<file path="config.mk">
export PLATFORM = sky130hd
export DESIGN_NAME = pq_sched_ctrl
export DESIGN_NICKNAME = d
export VERILOG_FILES = /design/src/rtl/pq_sched_ctrl.sv
export SDC_FILE = /design/constraint.sdc
export NUM_CORES = 1
export LEC_CHECK = 0
export ABC_AREA = 1
export BUFFER_PORTS_ARGS = -buffer_cell sky130_fd_sc_hd__clkbuf_2
export CAP_MARGIN = 20
export CELL_PAD_IN_SITES_DETAIL_PLACEMENT = 1
export CELL_PAD_IN_SITES_GLOBAL_PLACEMENT = 2
export CORE_MARGIN = 4
export CORE_UTILIZATION = 21
export CTS_CLUSTER_SIZE = 12
export DETAILED_ROUTE_END_ITERATION = 8
export PLACE_DENSITY_LB_ADDON = 0.05
export SLEW_MARGIN = 0
export SYNTH_ARGS = -nofsm -noshare
export SYNTH_HDL_FRONTEND = slang
export SYNTH_SLANG_ARGS = --single-unit
</file>
<file path="constraint.sdc">
create_clock -name CLK -period 2.3 [get_ports CLK]
set_clock_uncertainty 0.2 [all_clocks]
set_input_delay 0.46 -clock CLK [delete_from_list [all_inputs] [get_ports CLK]]
set_output_delay 0.46 -clock CLK [all_outputs]
set_load 0.01 [all_outputs]
</file>
<file path="src/rtl/pq_sched_ctrl.sv">
// ---------------------------------------------------------------------------
// pq_sched_ctrl
//
// Issue controller for the event priority-queue heap. It arbitrates enqueue
// requests from NREQ event-processing cores in round-robin order and serves a
// single dequeue consumer. It enforces the heap's full/empty limits and the
// heap's post-operation hold-off. Each cycle it drives at most one heap strobe,
// and it returns every dequeued minimum on a registered output.
//
// Optional feature macro: PQ_SCHED_HWM_EN
//   defined   - hwm holds the largest heap_count seen since the last reset.
//   undefined - hwm is tied to 0 and no register is built.
//
// Ports:
//   CLK         in   1        clock; all logic runs on posedge
//   rst_n       in   1        asynchronous active-low reset
//   enq_req     in   NREQ     per-requester enqueue valid, held until acked
//   enq_data    in   NREQ*DW  requester i data at [i*DW +: DW]
//   enq_ack     out  NREQ     one-hot grant, combinational
//   deq_req     in   1        consumer dequeue request, held until acked
//   deq_ack     out  1        dequeue issue, combinational
//   deq_valid   out  1        registered one-cycle pulse after deq_ack
//   deq_data    out  DW       registered dequeued value (held between pulses)
//   heap_enq    out  1        heap insert strobe
//   heap_deq    out  1        heap extract-min strobe
//   heap_data   out  DW       heap insert data, 0 when not enqueuing
//   heap_out    in   DW       heap root (current minimum)
//   heap_count  in   CW       heap occupancy
//   full        out  1        heap_count == CAP
//   empty       out  1        heap_count == 0
//   hwm         out  CW       occupancy high-water mark
// ---------------------------------------------------------------------------
module pq_sched_ctrl #(
    parameter int NREQ    = 4,
    parameter int DW      = 16,
    parameter int CW      = 5,
    parameter int CAP     = 31,
    parameter int DEQ_GAP = 2
) (
    input  logic              CLK,
    input  logic              rst_n,
    input  logic [NREQ-1:0]   enq_req,
    input  logic [NREQ*DW-1:0] enq_data,
    output logic [NREQ-1:0]   enq_ack,
    input  logic              deq_req,
    output logic              deq_ack,
    output logic              deq_valid,
    output logic [DW-1:0]     deq_data,
    output logic              heap_enq,
    output logic              heap_deq,
    output logic [DW-1:0]     heap_data,
    input  logic [DW-1:0]     heap_out,
    input  logic [CW-1:0]     heap_count,
    output logic              full,
    output logic              empty,
    output logic [CW-1:0]     hwm
);

    localparam int unsigned NR = NREQ;
    localparam int          RW = (NREQ > 1) ? $clog2(NREQ) : 1;
    localparam logic [1:0]  GAP_INIT = 2'(DEQ_GAP - 1);
    localparam logic [NREQ-1:0] ONE_HOT0 = NREQ'(1);

    typedef enum logic [1:0] {
        READY = 2'd0,
        ECOOL = 2'd1,
        DCOOL = 2'd2
    } state_t;

    state_t          state;
    logic [1:0]      gap_cnt;
    logic [RW-1:0]   rr;

    logic            grant_vld;
    logic [RW-1:0]   grant_idx;
    logic [DW-1:0]   grant_data;
    logic            deq_issue;
    logic            enq_issue;
    logic [RW-1:0]   rr_next;

    // Occupancy limits come straight from the heap's registered count.
    assign full  = (heap_count == CW'(CAP));
    assign empty = (heap_count == '0);

    // Round-robin search: first requester at or after rr, wrapping.
    always_comb begin
        int unsigned idx;
        grant_vld  = 1'b0;
        grant_idx  = '0;
        grant_data = '0;
        idx        = 0;
        for (int unsigned k = 0; k < NR; k++) begin
            idx = (int'(rr) + k) % NR;
            if (!grant_vld && enq_req[idx]) begin
                grant_vld  = 1'b1;
                grant_idx  = RW'(idx);
                grant_data = enq_data[idx*DW +: DW];
            end
        end
    end

    // Dequeue has priority; it may only go from READY.
    assign deq_issue = deq_req && !empty && (state == READY);
    assign enq_issue = grant_vld && !full && !deq_issue &&
                       ((state == READY) || (state == ECOOL));

    assign deq_ack   = deq_issue;
    assign heap_deq  = deq_issue;
    assign heap_enq  = enq_issue;
    assign enq_ack   = enq_issue ? (ONE_HOT0 << grant_idx) : '0;
    assign heap_data = enq_issue ? grant_data : '0;

    assign rr_next = (int'(grant_idx) == NREQ - 1) ? '0 : grant_idx + RW'(1);

    always_ff @(posedge CLK or negedge rst_n) begin
        if (!rst_n) begin
            state     <= READY;
            gap_cnt   <= '0;
            rr        <= '0;
            deq_valid <= 1'b0;
            deq_data  <= '0;
        end else begin
            deq_valid <= deq_issue;
            if (deq_issue) begin
                deq_data <= heap_out;
            end
            if (enq_issue) begin
                rr <= rr_next;
            end
            unique case (state)
                READY: begin
                    if (deq_issue) begin
                        state   <= DCOOL;
                        gap_cnt <= GAP_INIT;
                    end else if (enq_issue) begin
                        state <= ECOOL;
                    end
                end
                ECOOL: begin
                    if (!enq_issue) begin
                        state <= READY;
                    end
                end
                DCOOL: begin
                    if (gap_cnt == '0) begin
                        state <= READY;
                    end else begin
                        gap_cnt <= gap_cnt - 2'd1;
                    end
                end
                default: begin
                    state   <= READY;
                    gap_cnt <= '0;
                end
            endcase
        end
    end

`ifdef PQ_SCHED_HWM_EN
    logic [CW-1:0] hwm_q;

    always_ff @(posedge CLK or negedge rst_n) begin
        if (!rst_n) begin
            hwm_q <= '0;
        end else if (heap_count > hwm_q) begin
            hwm_q <= heap_count;
        end
    end

    assign hwm = hwm_q;
`else
    assign hwm = '0;
`endif

endmodule

</file>
Word level (Yosys, flattened, before mapping)
Index checks and enable logic that the tools add are counted.
{"block": "totals", "register_bits": 23, "inputBits": 92, "out_inout_bits": 47, "wordCells": 80}
{"block": "op_classes", "addsub": 5, "order_cmp": 4, "eq_ne": 9, "shifts": 5, "muxes": 31, "bitwise_logic": 1, "reduce_logical": 20}
{"operator": "variable part select 64 x 7 -> 16 bit", "n": 4}
{"operator": "2-to-1 mux 16 bit", "n": 5}
{"operator": "2-to-1 mux 2 bit", "n": 11}
{"operator": "less-than comparator 2 x 3 -> 1 bit (second input constant)", "n": 4}
{"operator": "one-hot mux 2 bit (3 select lines)", "n": 2}
{"operator": "binary-select mux 1 bit (select 2 bit)", "n": 4}
{"operator": "logical AND 1 bit", "n": 8}
{"operator": "2-to-1 mux 1 bit", "n": 8}
{"operator": "!= test 2 bit (second input constant)", "n": 4}
{"operator": "logical NOT 1 bit", "n": 6}
{"operator": "AND reduction 3 bit", "n": 2}
{"operator": "equality test 5 bit (second input constant)", "n": 1}
{"operator": "logical NOT 5 bit", "n": 1}
{"operator": "adder 2 x 1 -> 2 bit (second input constant)", "n": 2}
{"operator": "adder 2 bit (second input constant)", "n": 2}
{"operator": "equality test 2 x 1 -> 1 bit (second input constant)", "n": 2}
{"operator": "logical NOT 2 bit", "n": 2}
{"operator": "2-to-1 mux 4 bit", "n": 1}
{"operator": "left shift 1 x 2 -> 4 bit (first input constant)", "n": 1}
{"operator": "!= test 3 bit (second input constant)", "n": 1}
{"operator": "equality test 2 bit (second input constant)", "n": 1}
{"operator": "subtractor 2 x 1 -> 2 bit (second input constant)", "n": 1}
{"operator": "logical OR 1 bit", "n": 1}
{"operator": "inverter 1 bit", "n": 1}

Logic depth before layout (Yosys ltp)
Gate-level depths: netlist of run 1.
{"block": "depth", "ltp_word": 18, "ltp_mapped": 14, "ltp_nobuf": 13}

Worst setup path before layout of run 1
OpenSTA, ideal clock, no wires.
{"block": "synth_timing", "path_type": "reg-to-output", "startpoint": "reg rr[0]", "endpoint": "out enq_ack[2]", "arrival_time_ps": 1725, "t_required_ps": 1640, "path_slack_ps": -85, "path_stages_with_launch": 13, "n_path_buf": 2, "path_cell_list": "dfrtp_1 buf_6 buf_4 nand2_1 nand2_2 o21ai_4 nand3_4 nand3_1 o21ai_1 inv_1 ha_1 inv_1 nor2_1"}
{"block": "synth_between", "elab_chain_cells": 16, "elab_cells_between_ends": 30, "classes_between": "add/sub: 3; shift: 1; mux: 17; reduce/logical: 9"}
{"item": "from (decl)", "line_no": "72", "text": "logic [RW-1:0] rr;"}
{"item": "from (signal assigned)", "line_no": "128", "text": "rr <= rr_next;"}
{"item": "branches (longest 15 deep; another with adder 2 x 1 -> 2 bit)"}
{"item": "2-to-1 mux 4 bit *", "line_no": "110", "text": "assign enq_ack = enq_issue ? (ONE_HOT0 << grant_idx) : '0;"}
{"item": "to (decl)", "line_no": "44", "text": "output logic [NREQ-1:0] enq_ack,"}
Every way passes the cells marked *. The select of a mux whose other input is x is not followed.

Final worst setup path of run 1
{"block": "layout_timing", "startpoint": "reg rr[0]", "endpoint": "out enq_ack[1]"}
The elaborated chain is that of the path after synthesis.

==> qor.txt, run 1 <==
status = complete, but fails checks
violated checks = negative hold slack, negative setup slack
gpl congestion = 0.773
WP data required = 1.64 ns
slowest stage cell, crit path = dfrtp_2
register area = 578 um2
final cycle utilization of the critical path = 1.21
first-pass GRT wire length = 23.2 mm
drt drc = 0
final hold violation count = 11
max incr delay on CP = 0.48 ns
#FFs+latches synth = 23
max_slew headroom = 0.612
Synth area leaders = nand2_1 28%, o21ai_0 18%, dfrtp_1 17%
RSZ-0062 raised after global routing = yes
port bufs = 133
Final nets = 918
Synth warnings = 0
Slew Viols, Final = 0
share of the synthesized area in the top cell type = 0.277
commonest cells after routing, fill and taps aside = 242 x nand2_1, 122 x clkbuf_2, 84 x o21ai_0
final HPWL from detailed placement = 11.6 mm
final worst slack = -0.490 ns
R2R cell count = 11
final core occ = 0.324
clock period minus final worst setup slack = 2.79 ns
Worst-Skew Late Latency = 0.26 ns
Iteration-0 DRC Markers = 130
CTS sink cnt = 23
fill count = 2159
WP data arrival = 2.13 ns
power per cell area = 1800 nW/um2
Via density = 4.57
Netlist cell types = 28
Max Fanout on Critical Path = 6
Cells after Synth = 649
H-tree levels = 1
vias in the first global route = 4722
row cnt = 46
worst reg-to-reg setup slack = 0.11 ns
Reg-to-Reg End = rr[1]$_DFFE_PN0P_
largest net degree at the start of global routing = 37
synthesized area = 3480 um2
clock transition at the registers of the reported paths = 0.06 ns
Worst-Margin Slew = 0.582 ns
cell taking the most area after synthesis = nand2_1
Starting Density = 0.217
IO Count = 139
final setup vio count = 21
max cap viols = 0
worst hold path type = in2async
layout cell share with drive strength beyond 1 = 0.352
die area = 18700 um2
via count = 4733
core box area = 16100 um2
Avg WL per Cell = 14.1 um
GR Util All Layers = 0.151
Max Fclk = 0.358 GHz
Layout area overhead = 49.5%
crit-path cells = buf_8, nand2_4, nand2_8, buf_6, o21ai_4, nand3_4, o21ai_4, ha_2, inv_2, nor2_2, buf_2
CTS Buf Count = 3
number of antenna repair diodes = 0
Multi-input gate area = 2630 um2
total gr overflow = 0
die height = 137 um
ANT nets after route = 0
clk root buf = clkbuf_16
CTS tree = done
crit-path most repeated cell = o21ai_4
hold_buf cts = 0
Leak = 2.84 nW
CP Class = reg2out
initial antenna violation count = 0
drt first pass iters = 5
Crit. End Element = primary output
leading cell type in the layout, fill and taps excluded = nand2_1
Post-Route WL = 14.7 mm
CTS Buffer Depth = 2
Mapped Avg Cell Area = 5.36 um2
hold_ws = -0.00943 ns
register area share after synthesis = 0.166
Startpoint Class = register
peak supply drop = 0.472 mV
worst r2r src = rr[0]$_DFFE_PN0P_
die width = 137 um
==> timing repair <==
action / in CTS / in global routing
cloned: 0 / 3
endpoints found under the setup margin: 22 / 22
pin swaps: 28 / 21
setup buffers: 12 / 4
resized for setup: 53 / 80
==> worst max-delay path: cells and delay by family (launching register included) <==
family / cells / cell delay, ns
AO/OA/AOI/OAI: 2 / 0.39
buffers and inverters: 4 / 0.45
flip-flops: 1 / 0.48
adder cells (fa/ha/maj): 1 / 0.21
AND/OR/NAND/NOR: 4 / 0.34
==> per-layer routing <==
metal / track usage / vias up / share of wire
met3: 0.0125 / 4 / 0.040
met1: 0.200 / 2209 / 0.46
met5: 0 / - / 0
met2: 0.275 / 100 / 0.50
met4: 0.0134 / 0 / 0.0025
li1: - / 2420 / -
==> flip-flops by register name, indices dropped and copies added, names as in the netlist <==
register	count
state	2
gap_cnt	2
deq_valid	1
rr	2
deq_data	16
==> cells in the mapped netlist <==
library cell	instances
a21oi_1	2
buf_1	4
buf_2	16
buf_4	11
buf_6	3
buf_8	1
clkbuf_1	14
clkinv_1	1
conb_1	1
dfrtp_1	23
ha_1	5
inv_1	52
inv_2	2
inv_4	2
nand2_1	257
nand2_2	9
nand2_4	4
nand3_1	23
nand3_2	2
nand3_4	2
nand3b_1	1
nand4_1	18
nor2_1	43
nor2_8	1
o211ai_1	7
o21ai_0	126
o21ai_1	18
o21ai_4	1
==> cell families (layout without fill, tap and decap cells) <==
| group | after synthesis | in the layout | share of synthesized area |
|---|---|---|---|
| AOI/OAI and AO/OA | 154 | 154 | 0.230 |
| adders and majority gates | 5 | 5 | 0.0180 |
| buffers and inverters | 106 | 273 | 0.143 |
| DFF | 23 | 23 | 0.166 |
| other | 1 | 5 | 0.00108 |
| and+or+nand+nor | 360 | 360 | 0.442 |
==> report_power, final <==
part	switching [mW]	total (mW)	leakage (nW)	internal (mW)
clock	0.141	0.378	0.0382	0.236
combinational	4.91	8.28	2.51	3.37
sequential	0.126	0.723	0.285	0.597
total	5.17	9.38	2.84	4.20
==> final cells by class <==
cell class,count,area share
Multi-Input combinational cell,524,0.506
Timing Repair Buffer,210,0.267
Sequential cell,23,0.111
Tap cell,216,0.0520
Inverter,57,0.0450
Clock buffer,4,0.0152
Timing Repair inverter,2,0.00313
==> worst max path at each step <==
stage	cells after the start	startpoint	slack [ns]	end
after floorplan	12	rr[0]$_DFFE_PN0P_	-0.03	enq_ack[3]
after global placement	12	rr[0]$_DFFE_PN0P_	-0.42	heap_data[12]
after detailed placement	13	rr[0]$_DFFE_PN0P_	-0.41	heap_data[13]
after CTS	13	rr[0]$_DFFE_PN0P_	-0.49	enq_ack[3]
after global routing	13	rr[0]$_DFFE_PN0P_	-0.61	enq_ack[3]
final	11	rr[0]$_DFFE_PN0P_	-0.49	enq_ack[1]
==> through the flow <==
| step | power [mW] | cells | cell area, um2 | setup slack (ns) | TNS (ns) |
|---|---|---|---|---|---|
| 2_1_floorplan | 5.13 | 653 | 3520 | -0.0255 | -0.0511 |
| 3_3_place_gp | 7.85 | 1013 | 4690 | -0.424 | -6.61 |
| 3_5_place_dp | 7.99 | 1013 | 4690 | -0.409 | -7.07 |
| 4_1_cts | 8.95 | 1029 | 4970 | -0.492 | -9.40 |
| 5_1_grt | 10.5 | 1036 | 5200 | -0.607 | -11.39 |
| 6_report | 9.38 | 1036 | 5200 | -0.490 | -8.82 |
No activity file was read; power rests on OpenSTA's default activity.
==> run 2: changes to the inputs <==
- BUFFER_PORTS_ARGS: -buffer_cell sky130_fd_sc_hd__clkbuf_2 -> -buffer_cell sky130_fd_sc_hd__buf_2
- GPL_TIMING_DRIVEN: default -> 0
==> run 2 against run 1 <==
The run ends with negative setup slack left. First-iteration DRC count rose by 25%. Critical endpoint is now enq_ack[3]. Core utilization fell by 0.48 points. Final area fell by 1.5%. Clock power barely moved. Critical path depth rose by 5. Maximum frequency fell by 1.8%. Final cell count fell by 0.39%. Routed wire length rose by 22%. Global-route usage rose by 3.6 points. Count of clock-buffer cells in the layout did not move. Sequential share of layout area rose by 0.12 points.
==> qor.txt, run 2 (synthesized netlist as in run 1, its figures left out) <==
GR Util All Layers = 0.187 (+0.0361)
max_slew headroom = 0.585 (-0.0272)
die area = 18700 um2 (unchanged)
Post-Place Worst Slack = -0.615 ns (-0.206 ns)
core box area = 16100 um2 (unchanged)
met1 usage = 0.241 (+0.0410)
Slew Viols, Final = 0 (unchanged)
layer with the highest usage = met2
number of antenna repair diodes = 0 (unchanged)
crit path from = rr[0]$_DFFE_PN0P_
ANT nets after route = 0 (unchanged)
slowest stage cell, crit path = dfrtp_1
CTS tree = done
gpl congestion = 0.822 (+6.4%)
clock period minus final worst setup slack = 2.84 ns (+0.0500 ns)
max reg flops = 16 (unchanged)
Final nets = 914 (-0.44%)
largest net degree at the start of global routing = 24 (-35%)
die width = 137 um (unchanged)
WP data arrival = 2.18 ns (+0.05 ns)
Startpoint Class = register
drt drc = 0 (unchanged)
worst reg-to-reg setup slack = 0.09 ns (-0.02 ns)
final worst slack = -0.540 ns (-0.0500 ns)
Post-Route WL = 17.9 mm (+22%)
max cap viols = 0 (unchanged)
Stages on worst setup path = 16 (+5)
CP Class = reg2out
WP data required = 1.64 ns (about the same)
clk root buf = clkbuf_16
Starting Density = 0.217 (unchanged)
initial antenna violation count = 0 (unchanged)
status = complete, but fails checks
first-pass GRT wire length = 27.2 mm (+17%)
final setup vio count = 21 (unchanged)
crit-path cells = buf_6, inv_8, nand2_2, nand2_4, nand2_4, nand2_4, nor2_8, buf_4, nand2_1, nand3_2, o21ai_4, inv_2, ha_1, inv_1, nor2_2, buf_2
clock transition at the registers of the reported paths = 0.06 ns (about the same)
final cycle utilization of the critical path = 1.23 (+0.0218)
Max Fclk = 0.352 GHz (-1.8%)
IO Count = 139 (unchanged)
crit-path most repeated cell = nand2_4
port bufs = 133 (unchanged)
met2 Use GR = 0.338 (+0.0638)
register area = 576 um2 (-0.43%)
via count = 4848 (+2.4%)
peak supply drop = 0.511 mV (+8.4%)
drt first pass iters = 5 (unchanged)
H-tree levels = 1 (unchanged)
final HPWL from detailed placement = 13.2 mm (+14%)
Iteration-0 DRC Markers = 163 (+25%)
commonest cells after routing, fill and taps aside = 248 x nand2_1, 133 x buf_2, 113 x o21ai_0
Worst-Margin Slew = 0.623 ns (+0.0407 ns)
Multi-input gate area = 2600 um2 (-1.1%)
total gr overflow = 0 (unchanged)
CTS Buf Count = 3 (unchanged)
vias in the first global route = 4972 (+5.3%)
leading cell type in the layout, fill and taps excluded = nand2_1
CTS Buffer Depth = 2 (unchanged)
Most flops, register = deq_data
Avg WL per Cell = 17.3 um (+23%)
CP endpoint = enq_ack[3]
CTS sink cnt = 23 (unchanged)
R2R cell count = 15 (+4)
row cnt = 46 (unchanged)
violated checks = negative setup slack
Layout area overhead = 47.3%
delay-heaviest family, CP = buffers and inverters
die height = 137 um (unchanged)
power per cell area = 1830 nW/um2 (+1.6%)
worst r2r src = rr[0]$_DFFE_PN0P_
Worst-Skew Late Latency = 0.26 ns (about the same)
met3 usage = 0.0114 (-0.00110)
fill count = 2155 (-0.19%)
setup_tns = -9.69 ns (-0.873 ns)
worst hold path type = in2reg
Crit. End Element = primary output
max incr delay on CP = 0.41 ns (-0.07 ns)
Reg-to-Reg End = rr[1]$_DFFE_PN0P_
Design Power = 9.39 mW (about the same)
RSZ-0062 raised after global routing = yes
Max Fanout on Critical Path = 8 (+2)
layout cell share with drive strength beyond 1 = 0.324 (-0.0289)
final hold violation count = 0 (-11)
Leak = 2.81 nW (-0.95%)
critical path buffer and inverter count = 6 (+2)
Via density = 4.70 (+2.8%)
## run 2: cell count changes in the layout (fill, tap and decap cells not counted), moves of 8 or more
cell / previous run / this run
buf_2: 11 / 133
clkbuf_2: 122 / 4
o21ai_1: 54 / 23
o21ai_0: 84 / 113
buf_4: 59 / 37
clkbuf_4: 0 / 8
nand2_2: 16 / 8
## run 2: cell type report
class | count | share of cell area
plain buffers | 46 | 0.0794
well taps | 216 | 0.0528
repair buffers | 162 | 0.185
flip-flops and latches | 23 | 0.112
inverters | 57 | 0.0467
multi-input cells | 524 | 0.508
clock buffers | 4 | 0.0154
## run 2: through the flow
step	util	hold WS [ns]	cells	instance area, um2
2_1_floorplan	-	-0.0356	653	3520
3_3_place_gp	0.278	0.257	1002	4460
3_5_place_dp	0.278	0.268	1002	4460
4_1_cts	0.315	0.194	1031	5060
5_1_grt	0.319	0.198	1032	5120
6_report	0.319	0.200	1032	5120
## run 2: repair_timing
item / 4_1_cts / 5_1_grt
setup buffers: 23 / 3
hold endpoints to repair: 23 / 0
gates cloned: 1 / 1
endpoints found under the setup margin: 24 / 23
resized for setup: 107 / 23
pin swaps: 17 / 6
hold buffers: 1 / 0
## run 2: worst min path at each step
stage               slack (ns)  depth (start not counted)                       end               startpoint
floorplan                -0.04                          0   deq_data[0]$_DFFE_PN0P_                    rst_n
global placement          0.26                          2   deq_data[4]$_DFFE_PN0P_  deq_data[4]$_DFFE_PN0P_
detailed placement        0.27                          1    gap_cnt[0]$_DFFE_PN0P_                    rst_n
CTS                       0.19                          3   deq_data[1]$_DFFE_PN0P_              heap_out[1]
global route              0.20                          3  deq_data[12]$_DFFE_PN0P_             heap_out[12]
finish                    0.20                          3   deq_data[6]$_DFFE_PN0P_              heap_out[6]
## run 2: layer usage
metal,up-vias,share of wire
met4,0,0.016
li1,2415,-
met2,136,0.50
met3,21,0.045
met5,-,0
met1,2276,0.44
## run 2: where the power goes
| group | internal (mW) | total [mW] | switching, mW |
|---|---|---|---|
| logic | 3.10 | 8.32 | 5.22 |
| clock network | 0.237 | 0.377 | 0.140 |
| registers | 0.594 | 0.690 | 0.0968 |
| total | 3.93 | 9.39 | 5.46 |
## run 2: worst register-to-register path: cells and delay by family (launching register included)
family	cells	cell delay [ns]
compound gates	1	0.09
flops	1	0.41
fa+ha+maj	1	0.27
buf+inv	4	0.47
simple gates	9	0.65
==> run 3: changes to the inputs <==
- REMOVE_ABC_BUFFERS: default -> 1
==> run 3 against run 2 <==
The flow finishes with violations (negative hold slack, negative setup slack). Non-clock buffer count decreased by 9. Routed wire length increased by 8.0%. Maximum frequency decreased by 3.9%. Critical path depth decreased by 3. Final area increased by 5.3%.
==> qor.txt, run 3 (synthesized netlist as in run 1, its figures left out) <==
first-pass GRT wire length = 28.4 mm (+4.1%)
max incr delay on CP = 0.58 ns (+0.17 ns)
Max Fanout on Critical Path = 7 (-1)
IO Count = 139 (unchanged)
fill count = 2111 (-2.0%)
delay-heaviest family, CP = flip-flops
ANT nets after route = 0 (unchanged)
Avg WL per Cell = 18.7 um (+7.8%)
via count = 4979 (+2.7%)
Slew Viols, Final = 0 (unchanged)
Worst-Margin Slew = 0.553 ns (-0.0698 ns)
Via density = 4.82 (+2.5%)
gpl congestion = 0.745 (-9.5%)
row cnt = 46 (unchanged)
critical path buffer and inverter count = 5 (-1)
Stages on worst setup path = 13 (-3)
register area = 583 um2 (+1.3%)
violated checks = negative hold slack, negative setup slack
power per cell area = 1930 nW/um2 (+5.4%)
R2R cell count = 11 (-4)
dpl cells = 953 (-4.9%)
clock transition at the registers of the reported paths = 0.06 ns (about the same)
crit-path cells = buf_6, nand2_8, nand2_8, buf_6, o21ai_4, nand3_4, nand3_4, o21ai_4, inv_2, ha_4, inv_2, nor2_1, buf_2
design area = 5390 um2 (+5.3%)
fin cells = 1034 (+0.19%)
max cap viols = 0 (unchanged)
Layout area overhead = 55.1%
DP Area = 4150 um2 (-6.9%)
max reg flops = 16 (unchanged)
setup_tns = -12.39 ns (-2.70 ns)
largest net degree at the start of global routing = 55 (+130%)
hold_buf cts = 0 (-1)
GR Util All Layers = 0.197 (+0.0105)
total gr overflow = 0 (unchanged)
final worst slack = -0.656 ns (-0.115 ns)
max_slew headroom = 0.631 (+0.0465)
RSZ-0062 raised after global routing = yes
Post-Place Worst Slack = -2.83 ns (-2.21 ns)
WP data required = 1.64 ns (about the same)
clock period minus final worst setup slack = 2.96 ns (+0.115 ns)
CTS Buf Count = 3 (unchanged)
hold_ws = -0.0146 ns (-0.214 ns)
drt first pass iters = 4 (-1)
initial antenna violation count = 0 (unchanged)
die width = 137 um (unchanged)
Leak = 2.86 nW (+1.8%)
peak supply drop = 0.813 mV (+59%)
final HPWL from detailed placement = 9.84 mm (-26%)
port bufs = 133 (unchanged)
final setup vio count = 21 (unchanged)
die area = 18700 um2 (unchanged)
Crit. End Element = primary output
final hold violation count = 23 (+23)
core box area = 16100 um2 (unchanged)
worst hold path type = in2async
status = complete, but fails checks
Worst-Skew Late Latency = 0.25 ns (about the same)
final core occ = 0.336 (+0.0169)
vias in the first global route = 5136 (+3.3%)
Starting Density = 0.217 (unchanged)
CP Class = reg2out
final cycle utilization of the critical path = 1.29 (+0.0501)
slowest stage cell, crit path = dfrtp_4
Most flops, register = deq_data
Final nets = 915 (+0.11%)
layout cell share with drive strength beyond 1 = 0.328 (+0.00450)
leading cell type in the layout, fill and taps excluded = nand2_1
Multi-input gate area = 2780 um2 (+6.7%)
CTS tree = done
H-tree levels = 1 (unchanged)
clk root buf = clkbuf_16
drt drc = 0 (unchanged)
Startpoint Class = register
die height = 137 um (unchanged)
CTS sink cnt = 23 (unchanged)
Iteration-0 DRC Markers = 242 (+48%)
Max Fclk = 0.338 GHz (-3.9%)
WP data arrival = 2.30 ns (+0.12 ns)
CTS Buffer Depth = 2 (unchanged)
Post-Route WL = 19.3 mm (+8.0%)
commonest cells after routing, fill and taps aside = 243 x nand2_1, 133 x buf_2, 101 x o21ai_0
[run 3: path summary, 6_finish.rpt]
check	startpoint	to	slack, ns
min in group CLK	heap_out[12]	deq_data[12]$_DFFE_PN0P_	0.20
hold reg to reg	deq_data[13]$_DFFE_PN0P_	deq_data[13]$_DFFE_PN0P_	0.28
max in group asynchronous	rst_n	rr[0]$_DFFE_PN0P_	1.50
hold / removal	rst_n	gap_cnt[0]$_DFFE_PN0P_	-0.01
setup reg to reg	rr[0]$_DFFE_PN0P_	rr[1]$_DFFE_PN0P_	0
setup / recovery	rr[0]$_DFFE_PN0P_	enq_ack[2]	-0.66
[run 3: area by class of cell]
cell class | count | area share
timing repair inverter | 5 | 0.00905
sequential | 23 | 0.108
antenna | 1 | 0.000464
timing repair buffer | 199 | 0.253
inverter | 57 | 0.0494
tap | 216 | 0.0501
multi-input combinational | 529 | 0.515
clock buffer | 4 | 0.0146
[run 3: what timing repair did]
item	CTS	global route
pin swaps	20	22
buffers inserted	56	8
gates cloned	10	2
resized for setup	70	59
endpoints found under the setup margin	43	22
[run 3: layer usage]
metal / share of wire / global-route usage / routed length [um]
met1: 0.46 / 0.263 / 8820
met2: 0.49 / 0.340 / 9460
met3: 0.040 / 0.0213 / 778
met4: 0.013 / 0.0482 / 259
met5: 0 / 0 / 0
[run 3: power breakdown]
group          internal (mW)  leakage, nW  switching, mW
sequential             0.605        0.285          0.159
combinational           3.53         2.54           5.74
clock                  0.237       0.0382          0.143
[run 3: worst reg2reg max path: cells and delay by family (launching register included)]
family / cells / cell delay, ns
flops: 1 / 0.58
compound gates: 2 / 0.40
buf+inv: 3 / 0.39
simple gates: 5 / 0.39
fa+ha+maj: 1 / 0.25
[run 3: stage by stage]
| stage | hold slack, ns | power, mW |
|---|---|---|
| global placement | 0.258 | 6.69 |
| finish | -0.0146 | 10.4 |
| CTS | 0.00412 | 9.79 |
| floorplan | -0.0356 | 4.65 |
| detailed placement | 0.261 | 6.76 |
| global route | 0.0286 | 11.4 |
